<file path="config.mk">
export PLATFORM = sky130hd
export DESIGN_NAME = line_count_irq_sched
export DESIGN_NICKNAME = d
export VERILOG_FILES = /design/src/rtl/line_count_irq_sched_pkg.sv /design/src/rtl/line_count_irq_regs.sv /design/src/rtl/line_count_irq_sched.sv
export SDC_FILE = /design/constraint.sdc
export NUM_CORES = 1
export LEC_CHECK = 0
export ABC_AREA = 1
export CORE_MARGIN = 5
export CORE_UTILIZATION = 35
export DETAILED_ROUTE_END_ITERATION = 12
export DONT_BUFFER_PORTS = 1
export MAX_ROUTING_LAYER = met4
export PLACE_DENSITY_LB_ADDON = 0.1
export SYNTH_ARGS = -nofsm -noshare
export SYNTH_HDL_FRONTEND = slang
export SYNTH_HIERARCHICAL = 1
export SYNTH_SLANG_ARGS = --single-unit
</file>
<file path="constraint.sdc">
create_clock -name ACLK -period 2.2 [get_ports ACLK]
set_clock_uncertainty 0.1 [all_clocks]
set_input_delay 0.44 -clock ACLK [delete_from_list [all_inputs] [get_ports ACLK]]
set_output_delay 0.44 -clock ACLK [all_outputs]
set_load 0.01 [all_outputs]
</file>
<file path="src/rtl/line_count_irq_sched_pkg.sv">
// Shared definitions for the line-counter interrupt scheduler: register
// word offsets, interrupt source indices and the controller state encoding.
package line_count_pkg;

    // Register word indices (byte address bits [4:2])
    localparam logic [2:0] REG_GIE    = 3'd0;
    localparam logic [2:0] REG_IER    = 3'd1;
    localparam logic [2:0] REG_ISR    = 3'd2;
    localparam logic [2:0] REG_IAR    = 3'd3;
    localparam logic [2:0] REG_IPR    = 3'd4;
    localparam logic [2:0] REG_CTRL   = 3'd5;
    localparam logic [2:0] REG_THRESH = 3'd6;
    localparam logic [2:0] REG_COUNT  = 3'd7;

    // Interrupt source bit positions
    localparam int INTR_THRESH = 0;
    localparam int INTR_FRAME  = 1;
    localparam int INTR_OVF    = 2;

    typedef enum logic [1:0] {
        IDLE  = 2'd0,
        ARMED = 2'd1,
        COUNT = 2'd2,
        HALT  = 2'd3
    } fsm_state_e;

    // Word index of a byte address; the two low address bits are ignored
    function automatic logic [2:0] reg_word(input logic [4:0] addr);
        return addr[4:2];
    endfunction

endpackage

</file>
<file path="src/rtl/line_count_irq_regs.sv">
// Generic interrupt register block: GIE, IER, sticky ISR with
// write-1-to-clear IAR, IPR = ISR & IER, and a registered irq output in
// level or edge flavour.
module line_count_irq_regs #(
    parameter int C_NUM_INTR         = 3,
    parameter int C_IRQ_SENSITIVITY  = 1,
    parameter int C_IRQ_ACTIVE_STATE = 1
) (
    input  logic                  clk,
    input  logic                  srst,
    input  logic                  gie_wr,
    input  logic                  ier_wr,
    input  logic                  iar_wr,
    input  logic [C_NUM_INTR-1:0] wdata,
    input  logic [C_NUM_INTR-1:0] intr_set,
    output logic                  gie,
    output logic [C_NUM_INTR-1:0] ier,
    output logic [C_NUM_INTR-1:0] isr,
    output logic [C_NUM_INTR-1:0] ipr,
    output logic                  irq
);

    logic                  gie_reg;
    logic [C_NUM_INTR-1:0] ier_reg;
    logic [C_NUM_INTR-1:0] isr_reg;
    logic [C_NUM_INTR-1:0] isr_next;
    logic                  pending;
    logic                  irq_reg;

    // A new event on a source beats a simultaneous acknowledge of that source
    generate
        for (genvar gi = 0; gi < C_NUM_INTR; gi++) begin : g_isr
            assign isr_next[gi] = intr_set[gi] | (isr_reg[gi] & ~(iar_wr & wdata[gi]));
        end
    endgenerate

    // Enable and status registers
    always_ff @(posedge clk) begin
        if (srst) begin
            gie_reg <= 1'b0;
            ier_reg <= '0;
            isr_reg <= '0;
        end else begin
            if (gie_wr) gie_reg <= wdata[0];
            if (ier_wr) ier_reg <= wdata;
            isr_reg <= isr_next;
        end
    end

    assign pending = gie_reg & (|(isr_reg & ier_reg));

    generate
        if (C_IRQ_SENSITIVITY != 0) begin : g_level
            // Level irq follows the gated pending state one cycle later
            always_ff @(posedge clk) begin
                if (srst) irq_reg <= 1'b0;
                else      irq_reg <= pending;
            end
        end else begin : g_edge
            logic pending_prev_reg;
            // Edge irq is a single-cycle pulse on a rising pending state
            always_ff @(posedge clk) begin
                if (srst) begin
                    pending_prev_reg <= 1'b0;
                    irq_reg          <= 1'b0;
                end else begin
                    pending_prev_reg <= pending;
                    irq_reg          <= pending & ~pending_prev_reg;
                end
            end
        end
    endgenerate

    assign gie = gie_reg;
    assign ier = ier_reg;
    assign isr = isr_reg;
    assign ipr = isr_reg & ier_reg;
    assign irq = (C_IRQ_ACTIVE_STATE != 0) ? irq_reg : ~irq_reg;

endmodule

</file>
<file path="src/rtl/line_count_irq_sched.sv">
// Line-counter controller: register decode, CTRL/THRESH, the
// IDLE/ARMED/COUNT/HALT sequencer and the line counter. Interrupt
// bookkeeping lives in line_count_irq_regs.
module line_count_irq_sched
    import line_count_pkg::*;
#(
    parameter int C_CNT_WIDTH        = 16,
    parameter int C_NUM_INTR         = 3,
    parameter int C_IRQ_SENSITIVITY  = 1,
    parameter int C_IRQ_ACTIVE_STATE = 1
) (
    input  logic                   ACLK,
    input  logic                   ARESET,
    input  logic                   reg_wr_en,
    input  logic                   reg_rd_en,
    input  logic [4:0]             reg_addr,
    input  logic [31:0]            reg_wdata,
    output logic [31:0]            reg_rdata,
    output logic                   reg_rvalid,
    input  logic                   frame_sync,
    input  logic                   line_pulse,
    output logic [C_CNT_WIDTH-1:0] line_count,
    output logic                   irq
);

    logic [2:0]             word;
    logic                   wr_gie, wr_ier, wr_iar, wr_ctrl, wr_thresh;
    logic                   clear_req, run_eff;
    logic                   run_reg, periodic_reg;
    logic [C_CNT_WIDTH-1:0] thresh_reg;
    logic [C_CNT_WIDTH-1:0] cnt_reg;
    logic [C_CNT_WIDTH-1:0] cnt_inc;
    fsm_state_e             state_reg;
    logic                   counting, ev_frame, ev_step, ev_hit, ev_ovf;
    logic [C_NUM_INTR-1:0]  intr_set;
    logic                   gie;
    logic [C_NUM_INTR-1:0]  ier, isr, ipr;
    logic [31:0]            rd_mux;
    logic [31:0]            rdata_reg;
    logic                   rvalid_reg;
    logic                   unused_bits;

    assign word      = reg_word(reg_addr);
    assign wr_gie    = reg_wr_en && (word == REG_GIE);
    assign wr_ier    = reg_wr_en && (word == REG_IER);
    assign wr_iar    = reg_wr_en && (word == REG_IAR);
    assign wr_ctrl   = reg_wr_en && (word == REG_CTRL);
    assign wr_thresh = reg_wr_en && (word == REG_THRESH);

    // Clear is a strobe; the run value it pairs with is the one being written
    assign clear_req = wr_ctrl && reg_wdata[2];
    assign run_eff   = wr_ctrl ? reg_wdata[0] : run_reg;

    assign unused_bits = ^{reg_wdata, reg_addr[1:0]};

    // Counter events; frame_sync outranks line_pulse, clear suppresses both
    always_comb begin
        cnt_inc  = cnt_reg + 1'b1;
        counting = run_reg && !clear_req && (state_reg == COUNT);
        ev_frame = counting && frame_sync;
        ev_step  = counting && !frame_sync && line_pulse;
        ev_hit   = ev_step && (thresh_reg != '0) && (cnt_inc == thresh_reg);
        ev_ovf   = ev_step && (cnt_reg == '1);
        intr_set = '0;
        intr_set[INTR_THRESH] = ev_hit;
        intr_set[INTR_FRAME]  = ev_frame;
        intr_set[INTR_OVF]    = ev_ovf;
    end

    // CTRL and THRESH registers
    always_ff @(posedge ACLK) begin
        if (ARESET) begin
            run_reg      <= 1'b0;
            periodic_reg <= 1'b0;
            thresh_reg   <= '0;
        end else begin
            if (wr_ctrl) begin
                run_reg      <= reg_wdata[0];
                periodic_reg <= reg_wdata[1];
            end
            if (wr_thresh) thresh_reg <= reg_wdata[C_CNT_WIDTH-1:0];
        end
    end

    // Sequencer and line counter; dropping run parks in IDLE with the count held
    always_ff @(posedge ACLK) begin
        if (ARESET) begin
            state_reg <= IDLE;
            cnt_reg   <= '0;
        end else begin
            if (run_reg) begin
                case (state_reg)
                    IDLE:  state_reg <= ARMED;
                    ARMED: if (frame_sync) begin
                        state_reg <= COUNT;
                        cnt_reg   <= '0;
                    end
                    COUNT: begin
                        if (ev_frame) begin
                            cnt_reg <= '0;
                        end else if (ev_step) begin
                            cnt_reg <= cnt_inc;
                            if (ev_hit && !periodic_reg) state_reg <= HALT;
                        end
                    end
                    HALT:  if (frame_sync) state_reg <= ARMED;
                    default: state_reg <= IDLE;
                endcase
            end else begin
                state_reg <= IDLE;
            end
            if (clear_req) begin
                cnt_reg <= '0;
                if (state_reg == COUNT || state_reg == HALT)
                    state_reg <= run_eff ? ARMED : IDLE;
            end
        end
    end

    // Read multiplexer; write-only and strobe bits read as 0
    always_comb begin
        rd_mux = 32'd0;
        case (word)
            REG_GIE:    rd_mux = {31'd0, gie};
            REG_IER:    rd_mux = 32'(ier);
            REG_ISR:    rd_mux = 32'(isr);
            REG_IPR:    rd_mux = 32'(ipr);
            REG_CTRL:   rd_mux = {30'd0, periodic_reg, run_reg};
            REG_THRESH: rd_mux = 32'(thresh_reg);
            REG_COUNT:  rd_mux = 32'(cnt_reg);
            default:    rd_mux = 32'd0;
        endcase
    end

    // One-cycle read response with pre-write register contents
    always_ff @(posedge ACLK) begin
        if (ARESET) begin
            rdata_reg  <= 32'd0;
            rvalid_reg <= 1'b0;
        end else begin
            rvalid_reg <= reg_rd_en;
            if (reg_rd_en) rdata_reg <= rd_mux;
        end
    end

    line_count_irq_regs #(
        .C_NUM_INTR         (C_NUM_INTR),
        .C_IRQ_SENSITIVITY  (C_IRQ_SENSITIVITY),
        .C_IRQ_ACTIVE_STATE (C_IRQ_ACTIVE_STATE)
    ) u_irq_regs (
        .clk      (ACLK),
        .srst     (ARESET),
        .gie_wr   (wr_gie),
        .ier_wr   (wr_ier),
        .iar_wr   (wr_iar),
        .wdata    (reg_wdata[C_NUM_INTR-1:0]),
        .intr_set (intr_set),
        .gie      (gie),
        .ier      (ier),
        .isr      (isr),
        .ipr      (ipr),
        .irq      (irq)
    );

    assign reg_rdata  = rdata_reg;
    assign reg_rvalid = rvalid_reg;
    assign line_count = cnt_reg;

endmodule

</file>
# After elaboration in Yosys (flattened, before gate mapping)
# Index checks and enable logic that the tools add are counted.
# Widths: inputs -> output; s select.
[word_totals]
regBits = 77
output_inout_bits = 50
wordCells = 82
[classes]
add_sub_neg = 1
eq_ne = 14
mux = 16
n_bitwise = 14
reduce_logical = 26
[op_table]
columns = ["cell", "n"]
rows = [
  ["$pmux 16 s7", 1],
  ["$mux 16", 3],
  ["$pmux 16 s2", 1],
  ["$add 16x1->16 const B", 1],
  ["$eq 16x16->1", 1],
  ["$eq 16x16->1 const B", 1],
  ["$mux 2", 8],
  ["$reduce_bool 16->1", 1],
  ["$logic_and 1x1->1", 15],
  ["$eq 3x3->1 const B", 4],
  ["$pmux 2 s4", 1],
  ["$and 1x1->1", 7],
  ["$eq 3x2->1 const B", 2],
  ["$eq 2x2->1 const B", 2],
  ["$reduce_and 4->1", 1],
  ["$and 3x3->3", 1],
  ["$eq 3x1->1 const B", 1],
  ["$logic_not 1->1", 3],
  ["$logic_not 3->1", 1],
  ["$ne 3x3->1 const B", 1],
  ["$not 1->1", 3],
  ["$or 1x1->1", 3],
  ["$reduce_or 3->1", 1],
  ["$eq 2x1->1 const B", 1],
  ["other kinds (6)", 7],
]

# Logic depth before layout (Yosys ltp)
# Gate-level depths: netlist (run 1).
[logic_depth]
depth_word = 18
depth_mapped = 16
ltp_nobuf = 16

# By module
# Netlist (run 1), hierarchy kept.
[by_module_without_submodules]
columns = ["module", "n_inst", "cells_per_inst", "area_each_um2", "seq_area_each_um2"]
rows = [
  ["line_count_irq_sched", 1, 502, 3206.8, 1061.0],
  ["line_count_irq_regs", 1, 46, 322.8, 160.2],
]

# Least setup slack after synthesis (run 1)
# Ideal clock, no wire load.
[synth_path]
path_kind = "flip-flop to flip-flop"
start = "register cnt_reg[1] (netlist: line_count[1])"
end = "register u_irq_regs.isr_reg[0] (netlist: u_irq_regs/isr[0])"
arrival_time_ns = 1.773
t_required_ns = 2.030
setup_slack_ns = 0.257
stages_incl_launch_ff = 12
n_path_buf = 0
period_less_slack_ns = 1.943
cell_sequence = "dfxtp_1 -> ha_1 -> nand2_2 -> nor2_8 -> nand4_1 -> nand3_1 -> inv_1 -> nor4_1 -> nand3_1 -> nor2_1 -> inv_1 -> a21oi_1"
[synth_via]
elab_chain_cells = 4
[synth_lines]
columns = ["item", "line", "text"]
rows = [
  ["from (decl)", "line_count_irq_sched.sv:31", "logic [C_CNT_WIDTH-1:0] cnt_reg;"],
  ["from (signal assigned)", "line_count_irq_sched.sv:102", "cnt_reg <= cnt_inc;"],
  ["$add 16x1->16", "line_count_irq_sched.sv:58", "cnt_inc = cnt_reg + 1'b1;"],
  ["$eq 16x16->1", "line_count_irq_sched.sv:62", "ev_hit = ev_step && (thresh_reg != '0) && (cnt_inc == thresh_reg);"],
  ["$logic_and 1x1->1", "line_count_irq_sched.sv:62", ""],
  ["via ev_hit", "line_count_irq_sched.sv:34", "logic counting, ev_frame, ev_step, ev_hit, ev_ovf;"],
  ["$or 1x1->1", "line_count_irq_regs.sv:33", "assign isr_next[gi] = intr_set[gi] | (isr_reg[gi] & ~(iar_wr & wdata[gi]));"],
  ["to (signal assigned)", "line_count_irq_regs.sv:46", "isr_reg <= isr_next;"],
  ["to (decl)", "line_count_irq_regs.sv:25", "logic [C_NUM_INTR-1:0] isr_reg;"],
]
# The timed path passes the listed nets, and every way through them passes these cells.
# A chain may end at the register's enable or synchronous reset.

# Worst setup path in the final report (run 1)
# Ends and elaborated chain as after synthesis.

==> flow_metrics.env, run 1 <==
export IMPL_syn_avg_cell_area_um2=6.44
export IMPL_insertion_delay_ns=0.34
export IMPL_multi_input_area_um2=1930
export IMPL_netlist_area_um2=3530
export IMPL_drive_above_1_share_pct=12.2
export IMPL_cts_root_buf="clkbuf_8"
export IMPL_cap_violations=0
export IMPL_fin_area_um2=4040
export IMPL_use_met1_pct=24.0
export IMPL_status="finished, final reports clean"
export IMPL_finalCritPeriodShare_pct=92.6
export IMPL_ir_drop_mv=0.341
export IMPL_busiest_layer="met2"
export IMPL_fillers=1100
export IMPL_vias_per_cell=5.03
export IMPL_ioPinCount=93
export IMPL_setup_viol=0
export IMPL_die_w_um=110
export IMPL_initial_core_util_pct=35.9
export IMPL_fin_cells=708
export IMPL_synth_async_reset_ratio_pct=0
export IMPL_yosysSeqAreaShare_pct=34.6
export IMPL_ant_nets=0
export IMPL_synth_seq_cells=61
export IMPL_drc=0
export IMPL_fin_crit_ns=2.04
export IMPL_synthFlopType="dfxtp_1"
export IMPL_finalMaxSlewViolations=0
export IMPL_max_clock_path_buffers=2
export IMPL_vias=3558
export IMPL_syn_to_final_growth_pct=14.5
export IMPL_whs_ns=0.0703
export IMPL_wirelength_mm=10.6
export IMPL_grtUsageTotal_pct=17.9
export IMPL_cp_required_ns=2.37
export IMPL_gp_congestion=0.964
export IMPL_synth_edff_count=0
export IMPL_worstSetupEndpointType="register"
export IMPL_dieArea_um2=12200
export IMPL_drt_iter0_markers=209
export IMPL_power_leakage_nw=1.65
export IMPL_grt_pass1_wl_mm=17.4
export IMPL_holdBufCountCts=0
export IMPL_port_buffers=0
export IMPL_htree_levels=3
export IMPL_core_um2=9820
export IMPL_arrival_ns=2.21
export IMPL_rsz0062_at_grt="true"
export IMPL_dpl_cell_area_um2=3740
export IMPL_n_antenna_cell=0
export IMPL_worst_slew_pin_slew_ns=0.604
export IMPL_antenna_found_initial=0
export IMPL_clkTransAtPathRegs_ns=0.07
export IMPL_hold_class="input port to register"
export IMPL_hold_viol=0
export IMPL_critPathMaxFanout=6
export IMPL_tritoncts="built"
export IMPL_cts_sinks=61
export IMPL_first_pass_iters=5
export IMPL_use_met2_pct=26.5
export IMPL_nNetsFinal=614
export IMPL_critical_path_class="register to register"
export IMPL_final_seq_area_um2=1220
export IMPL_grt_pass1_vias=3377
export IMPL_max_freq_mhz=491
export IMPL_startpoint_type="register"
export IMPL_cts_buffers=9
export IMPL_dp_cells=689
export IMPL_maxSlewHeadroom_pct=59.4
export IMPL_ys_types=36
export IMPL_netlist_instances=548
export IMPL_die_h_um=110
export IMPL_overflow=0
export IMPL_yosys_warnings=6
export IMPL_rows=36
export IMPL_met3_usage_pct=5.09
export IMPL_routedWlPerCell_um=15.0
export IMPL_p_per_area_nw_per_um2=629
export IMPL_hpwl_mm=8.31
export IMPL_grt_max_degree=33
==> routing by layer <==
layer,vias up,part of all wire [%]
met4,0,1.1
met1,1624,49
met5,-,0
met3,12,7.2
li1,1811,-
met2,111,42
==> metrics by stage <==
step	utilization [%]	worst slack, ns	total power [W]	TNS, ns
2_1_floorplan	-	0.257	0.00130	0
3_3_place_gp	38.1	0.136	0.00129	0
3_5_place_dp	38.1	0.112	0.00129	0
4_1_cts	40.6	0.0942	0.00256	0
5_1_grt	41.1	-0.0278	0.00264	-0.0379
6_report	41.1	0.162	0.00254	0
==> cell families after synthesis <==
family	count (synthesis)	synth area share, %
buffers and inverters	100	12.9
AOI/OAI and AO/OA	104	16.1
adders and majority gates	1	0.354
and+or+nand+nor	277	34.6
xor gates and xnor gates	4	1.38
other	1	0.106
DFF	61	34.6
==> cells in the mapped netlist, types with 2 or more instances <==
cell type,count,area share (%)
inv_1,64,6.8
a21oi_1,60,8.5
clkbuf_1,11,1.2
inv_2,2,0.21
nor2_2,2,0.35
nor4_1,4,0.71
nand3_1,44,6.2
nor2_1,37,3.9
nor2_4,2,0.64
nand2_2,5,0.89
buf_4,19,4.0
o21ai_1,2,0.28
nor3_1,6,0.85
o21ai_0,22,3.1
nor3b_1,2,0.43
o22ai_1,14,2.5
nand2_1,159,17
nand4_1,11,1.9
xor2_1,3,0.74
nand3_2,3,0.85
dfxtp_1,61,35
==> what timing repair did <==
action,4_1_cts,5_1_grt
buffers inserted,0,3
gates resized for setup,0,9
setup endpoints to repair,0,2
==> placed cells by master (no fill, tap or decap), drive strengths merged, types with 14 or more instances in the layout <==
cell type,Yosys,final
a21oi,60,60
buf,22,29
conb,1,16
dfxtp,61,61
inv,66,66
nand2,164,164
nand3,47,47
nor2,42,42
o21ai,25,25
o22ai,14,14
==> critical path, cell delays in order, from the launching register on <==
cell,delay [ns]
dfxtp_2,0.35
ha_2,0.20
nand2_2,0.12
nor2_8,0.17
nand4_1,0.20
nand3_1,0.15
inv_1,0.06
nor4_2,0.24
nand3_1,0.11
nor2_1,0.11
inv_1,0.06
a21oi_1,0.13
==> power by group <==
| group | switching (W) | internal (W) | leakage (nW) |
|---|---|---|---|
| Combinational | 0.0000992 | 0.0000411 | 1.04 |
| Clock | 0.000488 | 0.000782 | 0.119 |
| Sequential | 0.00000988 | 0.00112 | 0.494 |
| Total | 0.000597 | 0.00194 | 1.65 |
==> layout make-up <==
cell class,instances,share of cell area (%)
Clock buffer,10,3.41
Clock inverter,6,2.73
Inverter,67,6.22
Multi-Input combinational cell,402,47.9
Sequential cell,61,30.3
Tap cell,133,4.12
Timing Repair Buffer,29,5.39
==> final timing paths <==
kind | start | to | slack [ns] | cells after the start
hold / removal | ARESET | u_irq_regs/gie | 0.07 | 1
setup reg to reg | line_count[1] | u_irq_regs/isr[0] | 0.16 | 11
setup / recovery | line_count[1] | u_irq_regs/isr[0] | 0.16 | 11
hold reg to reg | u_irq_regs/gie | u_irq_regs/gie | 0.38 | 2
Power figures use the tool's default switching activity.
==> run 2, diff against run 1 <==
ABC_AREA = unset   (was 1)
==> run 2 against run 1 <==
- critical path depth is 2 lower
- largest power group is now registers
- critical path type unchanged
- register-to-register slack worse by 0.12 ns
- non-clock buffer count rose by 12
- first-iteration DRC count down 18%
- combinational power is 25% lower
- via count down 11%
- hold slack lost 0.0089 ns
- highest routed layer unchanged
- core utilization up 0.77 points
==> flow_metrics.env, run 2 <==
export IMPL_netlist_instances=444
export IMPL_drc=0
export IMPL_mostFrequentLayoutCells="dfxtp_1 (57), nand2_1 (55), nor2_1 (54), a21oi_1 (46), buf_4 (37)"
export IMPL_yosysMostFrequentCell="dfxtp_1"
export IMPL_syn_avg_cell_area_um2=7.89
export IMPL_layout_commonest_cell="dfxtp_1"
export IMPL_overflow=0
export IMPL_ioPinCount=93
export IMPL_die_w_um=110
export IMPL_yosysSeqAreaShare_pct=34.9
export IMPL_drt_iter0_markers=172
export IMPL_wirelength_mm=10.4
export IMPL_cap_violations=0
export IMPL_max_clock_path_buffers=2
export IMPL_finalMaxSlewViolations=0
export IMPL_initial_core_util_pct=35.8
export IMPL_port_buffers=0
export IMPL_startpoint_type="register"
export IMPL_synth_area_leaders="dfxtp_1 (35%), a21oi_1 (6.6%), mux2i_1 (6.6%)"
export IMPL_arrival_ns=2.35
export IMPL_tritoncts="built"
export IMPL_synthFlopType="dfxtp_1"
export IMPL_min_from="ARESET"
export IMPL_ys_types=59
export IMPL_preCtsSetupSlack_ns=0.0216
export IMPL_finalCritPeriodShare_pct=98.2
export IMPL_p_per_area_nw_per_um2=565
export IMPL_hpwl_mm=7.86
export IMPL_htree_levels=3
export IMPL_rows=36
export IMPL_netlist_area_um2=3500
export IMPL_cts_sinks=61
export IMPL_routedWlPerCell_um=17.4
export IMPL_worstSetupEndpointType="register"
export IMPL_maxSlewHeadroom_pct=61.5
export IMPL_vias_per_cell=5.29
export IMPL_rsz0062_at_grt="true"
export IMPL_final_setup_worst_slack_ns=0.0386
export IMPL_r2r_cells=9
export IMPL_holdBufCountCts=0
export IMPL_antenna_found_initial=0
export IMPL_ant_nets=0
export IMPL_synth_edff_count=0
export IMPL_critPathMaxFanout=4
export IMPL_hold_viol=0
export IMPL_worstReg2RegEnd="u_irq_regs/isr[0]"
export IMPL_yosys_warnings=6
export IMPL_drive_above_1_share_pct=17.1
export IMPL_hold_class="input port to register"
export IMPL_post_synth_top_area_fraction_pct=34.9
export IMPL_cts_root_buf="clkbuf_8"
export IMPL_n_antenna_cell=0
export IMPL_syn_to_final_growth_pct=17.0
export IMPL_worst_slew_pin_slew_ns=0.578
export IMPL_cts_buffers=9
export IMPL_whs_ns=0.0614
export IMPL_gp_congestion=0.878
export IMPL_power_leakage_nw=1.51
export IMPL_r2r_start="line_count[3]"
export IMPL_yosysTopAreaCell="dfxtp_1"
export IMPL_status="finished, final reports clean"
export IMPL_vias=3171
export IMPL_synthTopCellsByCount="dfxtp_1 (61), nand2_1 (55), nor2_1 (54), a21oi_1 (46), mux2i_1 (23)"
export IMPL_ir_drop_mv=0.252
export IMPL_power_w=0.00232
export IMPL_cp_required_ns=2.39
export IMPL_max_freq_mhz=463
export IMPL_nNetsFinal=506
export IMPL_grt_pass1_vias=3096
export IMPL_whs_path_depth=1
export IMPL_die_h_um=110
export IMPL_grt_max_degree=46
export IMPL_synth_async_reset_ratio_pct=0
export IMPL_grtUsageTotal_pct=18.7
export IMPL_holdPathEnd="u_irq_regs/ier[0]"
export IMPL_clkTransAtPathRegs_ns=0.07
export IMPL_grt_pass1_wl_mm=16.8
export IMPL_setup_viol=0
export IMPL_insertion_delay_ns=0.34
export IMPL_core_um2=9770
export IMPL_ff2ff_setup_slack_ns=0.04
export IMPL_first_pass_iters=4
export IMPL_dieArea_um2=12100
export IMPL_critical_path_class="register to register"
export IMPL_fin_crit_ns=2.16
export IMPL_synth_seq_cells=61
[run 2: area by class of cell]
class	count	area [um2]
clock buffer	11	131
clock inverter	5	75.1
fill	1034	5680
inverter	8	30.0
multi-input combinational	341	2120
sequential	61	1230
tap	133	166
timing repair buffer	41	340
[run 2: through the flow]
| step | instances | area (um2) | setup TNS [ns] | utilization (%) |
|---|---|---|---|---|
| 2_1_floorplan | 459 | 3630 | 0 | - |
| 3_3_place_gp | 583 | 3850 | 0 | 39.4 |
| 3_5_place_dp | 583 | 3850 | 0 | 39.4 |
| 4_1_cts | 599 | 4060 | 0 | 41.5 |
| 5_1_grt | 600 | 4100 | -0.0470 | 41.9 |
| 6_report | 600 | 4100 | 0 | 41.9 |
[run 2: worst max-delay path by stage]
stage	from	end	slack, ns	cells after the start
detailed placement	line_count[3]	u_irq_regs/isr[0]	0.02	7
global placement	line_count[1]	u_irq_regs/isr[0]	0.03	8
finish	line_count[3]	u_irq_regs/isr[0]	0.04	9
CTS	line_count[3]	u_irq_regs/isr[0]	0.0004	8
floorplan	line_count[1]	u_irq_regs/isr[0]	0.09	9
global route	line_count[1]	u_irq_regs/isr[0]	-0.05	8
[run 2: timing repair]
action / CTS / global route
gates resized for setup: 0 / 9
setup buffers: 0 / 1
setup endpoints to repair: 0 / 2
[run 2: worst max-delay path, stage by stage, from the launching register on]
cell and delay [ns]:
dfxtp_2 0.39, buf_4 0.14, nand4_4 0.12, nor4_4 0.37, buf_4 0.18, xnor2_1 0.08, nor4_2 0.25, nand3_1 0.15
nor4_2 0.18, o21a_1 0.13
[run 2: logic make-up after synthesis]
kind of cell / share of synthesized area (%)
simple gates: 25.5
compound gates: 18.4
flops: 34.9
buf+inv: 8.32
mux: 7.22
xor+xnor: 5.25
fa+ha+maj: 0.357
other cells: 0.107
[run 2: power by group]
| part | switching, W | internal (W) |
|---|---|---|
| registers | 0.0000152 | 0.00111 |
| clock network | 0.000448 | 0.000633 |
| logic | 0.0000617 | 0.0000437 |
| total | 0.000525 | 0.00179 |
[run 2: per-layer routing]
layer,share of wire [%],track usage (%)
met5,0,-
met4,1.3,5.70
met3,6.8,5.30
met2,44,27.1
met1,48,25.1
==> run 3, diff against run 2 <==
CELL_PAD_IN_SITES_DETAIL_PLACEMENT = 0   (was unset)
CELL_PAD_IN_SITES_GLOBAL_PLACEMENT = 1   (was unset)
==> run 3 against run 2 <==
- power down 0.70%
- final cell count up 0.67%
- clock-buffer cell count down 2
- cell area up 0.95%
- worst setup slack better by 0.00091 ns
- hold slack worse by 0.0054 ns
- wire length up 1.9%
- die area unchanged
- combinational power about the same
- clock power about the same
==> flow_metrics.env, run 3 (synthesis results as in run 2) <==
export IMPL_critical_path_class="register to register"
export IMPL_die_w_um=110
export IMPL_htree_levels=3
export IMPL_critPathMaxFanout=5
export IMPL_drt_iter0_markers=195
export IMPL_max_freq_mhz=463
export IMPL_p_per_area_nw_per_um2=556
export IMPL_antenna_found_initial=0
export IMPL_final_seq_area_um2=1230
export IMPL_cts_root_buf="clkbuf_8"
export IMPL_maxSlewHeadroom_pct=59.9
export IMPL_ant_nets=0
export IMPL_vias=3213
export IMPL_status="finished, final reports clean"
export IMPL_grt_pass1_vias=3251
export IMPL_max_stage_delay_ns=0.36
export IMPL_dieArea_um2=12100
export IMPL_mostFrequentLayoutCells="dfxtp_1 (58), nor2_1 (54), nand2_1 (54), a21oi_1 (46), buf_4 (42)"
export IMPL_layout_commonest_cell="dfxtp_1"
export IMPL_final_setup_worst_slack_ns=0.0395
export IMPL_endpoint="u_irq_regs/isr[0]"
export IMPL_finalMaxSlewViolations=0
export IMPL_worst_slew_pin_slew_ns=0.601
export IMPL_drive_above_1_share_pct=18.5
export IMPL_finalCritPeriodShare_pct=98.2
export IMPL_gp_congestion=0.844
export IMPL_nNetsFinal=510
export IMPL_overflow=0
export IMPL_fin_util_pct=42.3
export IMPL_grt_max_degree=46
export IMPL_pwr_share_comb_pct=4.5
export IMPL_r2r_cells=8
export IMPL_multi_input_area_um2=2140
export IMPL_ioPinCount=93
export IMPL_r2r_start="line_count[1]"
export IMPL_rows=36
export IMPL_fin_cells=604
export IMPL_p_int_w=0.00170
export IMPL_die_h_um=110
export IMPL_hold_class="input port to register"
export IMPL_fillers=1014
export IMPL_holdBufCountCts=0
export IMPL_routedWlPerCell_um=17.6
export IMPL_tritoncts="built"
export IMPL_n_antenna_cell=0
export IMPL_port_buffers=0
export IMPL_power_leakage_nw=1.52
export IMPL_ir_drop_mv=0.259
export IMPL_crit_path_start="line_count[1]"
export IMPL_dp_cells=586
export IMPL_first_pass_iters=4
export IMPL_ff2ff_setup_slack_ns=0.04
export IMPL_wirelength_mm=10.6
export IMPL_grt_pass1_wl_mm=16.8
export IMPL_vias_per_cell=5.32
export IMPL_preCtsSetupSlack_ns=0.0298
export IMPL_startpoint_type="register"
export IMPL_power_frac_seq_pct=49.0
export IMPL_clkPwrFrac_pct=46.4
export IMPL_syn_to_final_growth_pct=18.1
export IMPL_setup_viol=0
export IMPL_cap_violations=0
export IMPL_hold_viol=0
export IMPL_rsz0062_at_grt="true"
export IMPL_core_um2=9770
export IMPL_fin_crit_ns=2.16
export IMPL_initial_core_util_pct=35.8
export IMPL_fin_setup_tns_ns=0
export IMPL_p_sw_w=0.000602
export IMPL_arrival_ns=2.35
export IMPL_hpwl_mm=7.87
export IMPL_cp_required_ns=2.39
export IMPL_grtUsageTotal_pct=18.5
export IMPL_whs_path_depth=1
export IMPL_max_clock_path_buffers=2
export IMPL_worstReg2RegEnd="u_irq_regs/isr[0]"
export IMPL_power_w=0.00230
export IMPL_drc=0
export IMPL_insertion_delay_ns=0.35
export IMPL_cts_sinks=61
export IMPL_clkTransAtPathRegs_ns=0.08
export IMPL_crit_chain="ha_4 -> nand3_4 -> nor4_4 -> mux2_4 -> a2111oi_4 -> nand3_2 -> nor4_2 -> o21a_1"
export IMPL_cts_buffers=9
export IMPL_switching_share_pct=26.2
export IMPL_cpMaxStageDelayCell="dfxtp_4"
export IMPL_worstSetupEndpointType="register"
[run 3: worst min path at each step]
stage | startpoint | endpoint | slack [ns]
floorplan | u_irq_regs/gie | u_irq_regs/irq | 0.34
global placement | u_irq_regs/gie | u_irq_regs/irq | 0.38
detailed placement | u_irq_regs/gie | u_irq_regs/irq | 0.36
CTS | ARESET | reg_rvalid | 0.03
global route | ARESET | thresh_reg[8] | 0.03
finish | ARESET | periodic_reg | 0.06
[run 3: layout make-up]
cell class,count,area share [%]
clock buffers,9,3.00
inverters,8,0.726
well taps,133,4.02
multi-input cells,341,51.7
flip-flops and latches,61,29.7
clock inverters,7,2.00
repair buffers,45,8.87
[run 3: what timing repair did]
action | 4_1_cts | 5_1_grt
setup endpoints to repair | 1 | 2
resized for setup | 1 | 7
buffers inserted | 0 | 2
pin swaps | 1 | 5
[run 3: power by group through the flow]
stage               sequential [W]  clock [W]  combinational [W]
floorplan                  0.00115          0           0.000129
global placement           0.00115          0           0.000102
detailed placement         0.00115          0           0.000103
CTS                        0.00113    0.00111           0.000103
global route               0.00113    0.00114           0.000117
finish                     0.00113    0.00107           0.000104
[run 3: critical path: cells and delay by family, from the launching register on]
family,cells,cell delay (ns)
simple gates,4,0.77
compound gates,2,0.34
fa+ha+maj,1,0.18
mux,1,0.35
flops,1,0.36
[run 3: metal layers]
layer | global-route usage, % | wire, um
met1 | 21.9 | 4620
met2 | 30.9 | 5290
met3 | 5.01 | 559
met4 | 5.08 | 166
met5 | - | 0
[run 3: metrics by stage]
| stage | area (um2) | hold slack (ns) |
|---|---|---|
| finish | 4140 | 0.0559 |
| global route | 4140 | 0.0340 |
| CTS | 4090 | 0.0349 |
| detailed placement | 3870 | 0.358 |
| global placement | 3870 | 0.378 |
| floorplan | 3630 | 0.339 |
